===== src/rtl/tlb_cam_array.sv =====
// Fully associative TLB tag CAM: per-entry valid bits, multi-port registered lookup,
// explicit/auto (free-slot then round-robin) write, invalidate-by-key and purge.
module tlb_cam_port #(
  parameter int ENTRIES   = 8,
  parameter int KEY_WIDTH = 36,
  parameter int AW        = 3
) (
  input  logic [ENTRIES-1:0][KEY_WIDTH-1:0] keys,
  input  logic [ENTRIES-1:0]                valid,
  input  logic [KEY_WIDTH-1:0]              pattern,
  output logic [AW-1:0]                     hitIdx,
  output logic                              hit,
  output logic                              multi
);
  logic [ENTRIES-1:0] hitVec;

  always_comb begin
    hitVec = '0;
    for (int i = 0; i < ENTRIES; i++)
      hitVec[i] = valid[i] && (keys[i] == pattern);
  end

  // Scan downward so the lowest matching index is the last one written.
  always_comb begin
    hitIdx = '0;
    for (int i = ENTRIES - 1; i >= 0; i--)
      if (hitVec[i]) hitIdx = AW'(i);
  end

  assign hit   = |hitVec;
  // Clearing the lowest set bit leaves something only if two or more matched.
  assign multi = |(hitVec & (hitVec - ENTRIES'(1)));
endmodule

module tlb_cam_array #(
  parameter int ENTRIES   = 8,
  parameter int KEY_WIDTH = 36,
  parameter int PORTS     = 2,
  localparam int AW       = $clog2(ENTRIES)
) (
  input  logic                       clk,
  input  logic                       rst,
  input  logic [PORTS*KEY_WIDTH-1:0] pattern,
  input  logic                       wEnable,
  input  logic                       wAuto,
  input  logic [AW-1:0]              writeAdr,
  input  logic [KEY_WIDTH-1:0]       wKey,
  input  logic                       invEnable,
  input  logic [KEY_WIDTH-1:0]       invKey,
  input  logic                       purge,
  output logic [PORTS*AW-1:0]        matchAdr,
  output logic [PORTS-1:0]           mFound,
  output logic [PORTS-1:0]           mMulti,
  output logic [AW-1:0]              wAdrUsed,
  output logic                       full,
  output logic [AW:0]                validCnt
);
  logic [ENTRIES-1:0][KEY_WIDTH-1:0] keys;
  logic [ENTRIES-1:0]                valid;
  logic [AW-1:0]                     rrPtr;

  logic [PORTS-1:0][AW-1:0] lkIdx;
  logic [PORTS-1:0]         lkHit, lkMulti;

  for (genvar p = 0; p < PORTS; p++) begin : gPort
    tlb_cam_port #(.ENTRIES(ENTRIES), .KEY_WIDTH(KEY_WIDTH), .AW(AW)) uPort (
      .keys   (keys),
      .valid  (valid),
      .pattern(pattern[p*KEY_WIDTH +: KEY_WIDTH]),
      .hitIdx (lkIdx[p]),
      .hit    (lkHit[p]),
      .multi  (lkMulti[p])
    );
  end

  logic [ENTRIES-1:0] invHit;
  logic               freeFound;
  logic [AW-1:0]      freeIdx, wSlot;
  logic [AW:0]        cnt;

  always_comb begin
    invHit    = '0;
    freeFound = 1'b0;
    freeIdx   = '0;
    cnt       = '0;
    for (int i = 0; i < ENTRIES; i++) begin
      invHit[i] = invEnable && valid[i] && (keys[i] == invKey);
      cnt       = cnt + (AW+1)'(valid[i]);
    end
    for (int i = ENTRIES - 1; i >= 0; i--)
      if (!valid[i]) begin
        freeFound = 1'b1;
        freeIdx   = AW'(i);
      end
  end

  assign wSlot    = !wAuto ? writeAdr : (freeFound ? freeIdx : rrPtr);
  assign full     = &valid;
  assign validCnt = cnt;

  always_ff @(posedge clk or posedge rst) begin
    if (rst) begin
      valid    <= '0;
      rrPtr    <= '0;
      wAdrUsed <= '0;
      matchAdr <= '0;
      mFound   <= '0;
      mMulti   <= '0;
    end else begin
      matchAdr <= lkIdx;
      mFound   <= lkHit;
      mMulti   <= lkMulti;
      if (purge) begin
        valid <= '0;
        rrPtr <= '0;
      end else begin
        // Write applied after invalidate so a colliding write slot stays valid.
        valid <= valid & ~invHit;
        if (wEnable) begin
          valid[wSlot] <= 1'b1;
          wAdrUsed     <= wSlot;
          if (wAuto && !freeFound) rrPtr <= rrPtr + AW'(1);
        end
      end
    end
  end

  // Key storage carries no reset; contents are meaningless while invalid.
  always_ff @(posedge clk) begin
    if (wEnable && !purge) keys[wSlot] <= wKey;
  end
endmodule

===== config.mk =====
export PLATFORM = sky130hd
export DESIGN_NAME = tlb_cam_array
export DESIGN_NICKNAME = d
export VERILOG_FILES = /design/src/rtl/tlb_cam_array.sv
export SDC_FILE = /design/constraint.sdc
export NUM_CORES = 1
export LEC_CHECK = 0
export CAP_MARGIN = 20
export CORE_ASPECT_RATIO = 0.7
export CORE_MARGIN = 5
export CORE_UTILIZATION = 40
export DETAILED_ROUTE_END_ITERATION = 7
export SLEW_MARGIN = 25
export SYNTH_ARGS = -nofsm -noshare
export SYNTH_HDL_FRONTEND = slang
export SYNTH_SLANG_ARGS = --single-unit

===== constraint.sdc =====
create_clock -name clk -period 4.3 [get_ports clk]
set_input_delay 0.645 -clock clk [delete_from_list [all_inputs] [get_ports clk]]
set_output_delay 0.645 -clock clk [all_outputs]
set_load 0.03 [all_outputs]

==> impl_metrics.tcl <==
set metrics [dict create \
    status "finished clean" \
    rsz0062_at_grt "false" \
    setup-violations-final 0 \
    synth_edf_count 288 \
    critPathMostFrequentCell "fa_1" \
    critPathCaptureType "output port" \
    swShare_pct 30.17 \
    cts_max_level 2 \
    dp_cells 2662 \
    fin_setup_tns_ps 0 \
    synth_top_area_cell "edfxtp_1" \
    stdcell_area_sq_um 24890 \
    dp_slack_ps 291.0 \
    worstMarginPinSlew_ps 1017 \
    netlist_top_cells_area "edfxtp_1 43%, xnor2_1 27%, xor2_1 10%" \
    final_cells 2727 \
    leakagePower_nw 8.094 \
    clk_latency_ps 570 \
    intPower_mw 5.870 \
    layout_setup_ws_ps 134.0 \
    drive_gt1_share_pct 13.50 \
    grt_max_degree 37 \
    skew_ps 38.05 \
    hold_viol_final 0 \
    synth_top_area_share_pct 43.19 \
    synth_nets 1900 \
    clock-sinks 312 \
    min_period_ps 4166 \
    p_clk_share_pct 40.1 \
    ys_seq_area_share_pct 46.19 \
    drv_slew 0 \
    pwr-share-seq_pct 40.8 \
    switchingPower_mw 2.536 \
    syn_to_final_growth_pct 24.28 \
    synthDistinctLibCells 45 \
    drc 0 \
    peakVddDrop_mv 0.2603 \
    maxCapViolations 0 \
    numCtsBuffers 36 \
    grt_remaining_overflow 0 \
    num_vias 17720 \
    synth-async-reset-ratio_pct 7.692 \
    initial_utilization_pct 40.51 \
    routed_via_density 6.499 \
    dp_hpwl_um 103600 \
    max_slew_margin_pct 31.74 \
    syn_area_per_cell_sq_um 11.52 \
    antenna_found_initial 19 \
    core_sq_um 49430 \
    clk_pin_slew_ps 60 \
    power_frac_comb_pct 19.0 \
    ys_seq_elements 312 \
    slowest_delay_ps 680 \
    slowest_stage "clkdlybuf4s50_1" \
    globalplace.congestion 1.126 \
    cts_tree "done" \
    drt.antenna.violating_nets 0 \
    synthCells 1738 \
    hold_ws_ps 473.4 \
    io_buffers 170 \
    r2r_slack_ps 1070 \
    rows 68 \
    worst_setup_path_start_kind "flip-flop" \
    hold_class "in -> async" \
    path_max_fanout 2 \
    fp.dieW_um 277.4 \
    first_pass_iters 6 \
    critPathKind "reg -> out" \
    die_y_um 197.2 \
    dieArea_sq_um 54710 \
    synth-warning-count 0 \
    critPathArrivalTime_ps 3520 \
    wl_per_cell_um 46.29 \
    grt_pass1_vias 16420 \
    routed_wirelength_um 126200 \
    drtIter0Drc 3542 \
    fin_nets 2198 \
    fillerInstances 4495 \
    cts.path.max_buffers 3 \
    cts_hold_buf 0 \
    dpl_cell_area_sq_um 23640 \
    post-route-period-util_pct 96.88 \
    path_cells "fa_1, inv_1, fa_1, fa_1, inv_1, ha_1, clkdlybuf4s50_1" \
    grt_pass1_wl_um 160700 \
    required_ps 3650 \
    cts_root_buffer "clkbuf_16" \
    max_freq_mhz 240.0 \
    p_per_area_nw_per_um2 337.8 \
    io_pins 171 \
    syn-cell-area_sq_um 20030 \
    synth-main-ff-cell "edfxtp_1" \
    grt_use_total_pct 44.41 \
]
## stage by stage
step	util [%]	total power, mW
floorplan	-	4.123
global placement	47.82	4.994
detailed placement	47.82	4.977
CTS	50.31	8.276
global route	50.34	8.464
finish	50.35	8.406
## cells in the mapped netlist (2+ instances only)
library cell  instances
and2_2                3
ha_1                  5
o32ai_1               8
edfxtp_1            288
o22ai_1               5
a21oi_1               9
clkbuf_1             81
xor2_1              228
buf_1                 3
xnor2_1             620
o2bb2ai_1             4
maj3_1                2
nand2_1              18
dfrtp_1              24
buf_4                 4
nor2b_1               3
a22oi_1               2
inv_1                42
and2_1                2
nor4_1               96
nand3_1              16
a222oi_1              4
fa_1                  4
nand2b_1              4
nand4_1             173
nor2_1               28
a21boi_1              6
o21ai_1               2
o21ai_0              10
buf_2                14
nor3_1                8
buf_6                 8
mux2i_1               2
## path summary, 6_finish.rpt
path | endpoint | startpoint | depth (start not counted)
worst max-delay path | validCnt[0] | valid[0] | 7
worst min-delay path | matchAdr[5] | rst | 2
worst max register to register | matchAdr[0] | keys[259] | 9
worst min register to register | wAdrUsed[0] | wAdrUsed[0] | 2
max in group asynchronous | valid[0] | rst | 2
min in group clk | wAdrUsed[0] | wAdrUsed[0] | 2
## metal layers
metal | share of wire [%] | up-vias | wire (um) | GRT usage (%)
li1 | - | 6681 | - | -
met1 | 38 | 8951 | 48220 | 58.88
met3 | 18 | 306 | 23350 | 26.59
met5 | 0.22 | - | 275 | 0.2564
met2 | 38 | 1759 | 47720 | 58.73
met4 | 5.3 | 26 | 6668 | 17.46
## what timing repair did
action / CTS / global route
hold endpoints to repair: 0 / 0
setup endpoints to repair: 0 / 2
setup buffers: 0 / 1
resized for setup: 0 / 2
## state kept, by name, summed over array words and instances, names as in the netlist
register / cells
keys: 288
valid: 8
matchAdr: 6
rrPtr: 3
wAdrUsed: 3
mFound: 2
mMulti: 2
## cell type report
cell class	instances	area [sq um]	share of cell area (%)
Sequential cell	312	9250	37.17
Clock buffer	40	947.2	3.806
Clock inverter	22	284.0	1.141
Inverter	42	157.7	0.6335
Antenna cell	2	5.005	0.02011
Multi-Input combinational cell	1274	10190	40.93
Timing Repair Buffer	370	3226	12.96
Tap cell	665	832.0	3.343
## power groups by stage
stage | sequential (mW) | clock [mW] | combinational [mW]
6_report | 3.43 | 3.37 | 1.60
2_1_floorplan | 3.48 | 0 | 0.645
3_3_place_gp | 3.49 | 0 | 1.50
4_1_cts | 3.43 | 3.35 | 1.49
3_5_place_dp | 3.49 | 0 | 1.48
5_1_grt | 3.43 | 3.46 | 1.57
## placed cells by master (no fill, tap or decap), types with 5 or more instances in the layout
| master | n |
|---|---|
| clkdlybuf4s50_1 | 167 |
| buf_4 | 200 |
| edfxtp_1 | 288 |
| clkbuf_16 | 37 |
| o22ai_1 | 5 |
| a21boi_1 | 6 |
| bufinv_16 | 6 |
| a21oi_1 | 9 |
| ha_1 | 5 |
| nor4_1 | 94 |
| nor2_1 | 20 |
| o32ai_1 | 8 |
| nor2_4 | 8 |
| nand2_1 | 18 |
| xnor2_1 | 620 |
| dfrtp_1 | 23 |
| nand3_1 | 16 |
| xor2_1 | 228 |
| nor3_1 | 8 |
| nand4_1 | 173 |
| inv_1 | 41 |
| o21ai_0 | 10 |
## worst max-delay path, delay by kind of cell (launching register included)
family,cells,cell delay (ps)
adders and majority gates,4,1800
buffers and inverters,3,780
DFF,1,410
## kinds of logic after synthesis
| logic type | count (synthesis) | synth area share [%] |
|---|---|---|
| XOR/XNOR | 848 | 37.09 |
| AND/OR/NAND/NOR | 356 | 10.47 |
| flip-flops | 312 | 46.19 |
| buffers and inverters | 152 | 3.311 |
| AO/OA/AOI/OAI | 56 | 1.981 |
| adder cells (fa/ha/maj) | 12 | 0.8685 |
| multiplexers | 2 | 0.09997 |
Power figures use the tool's default switching activity.
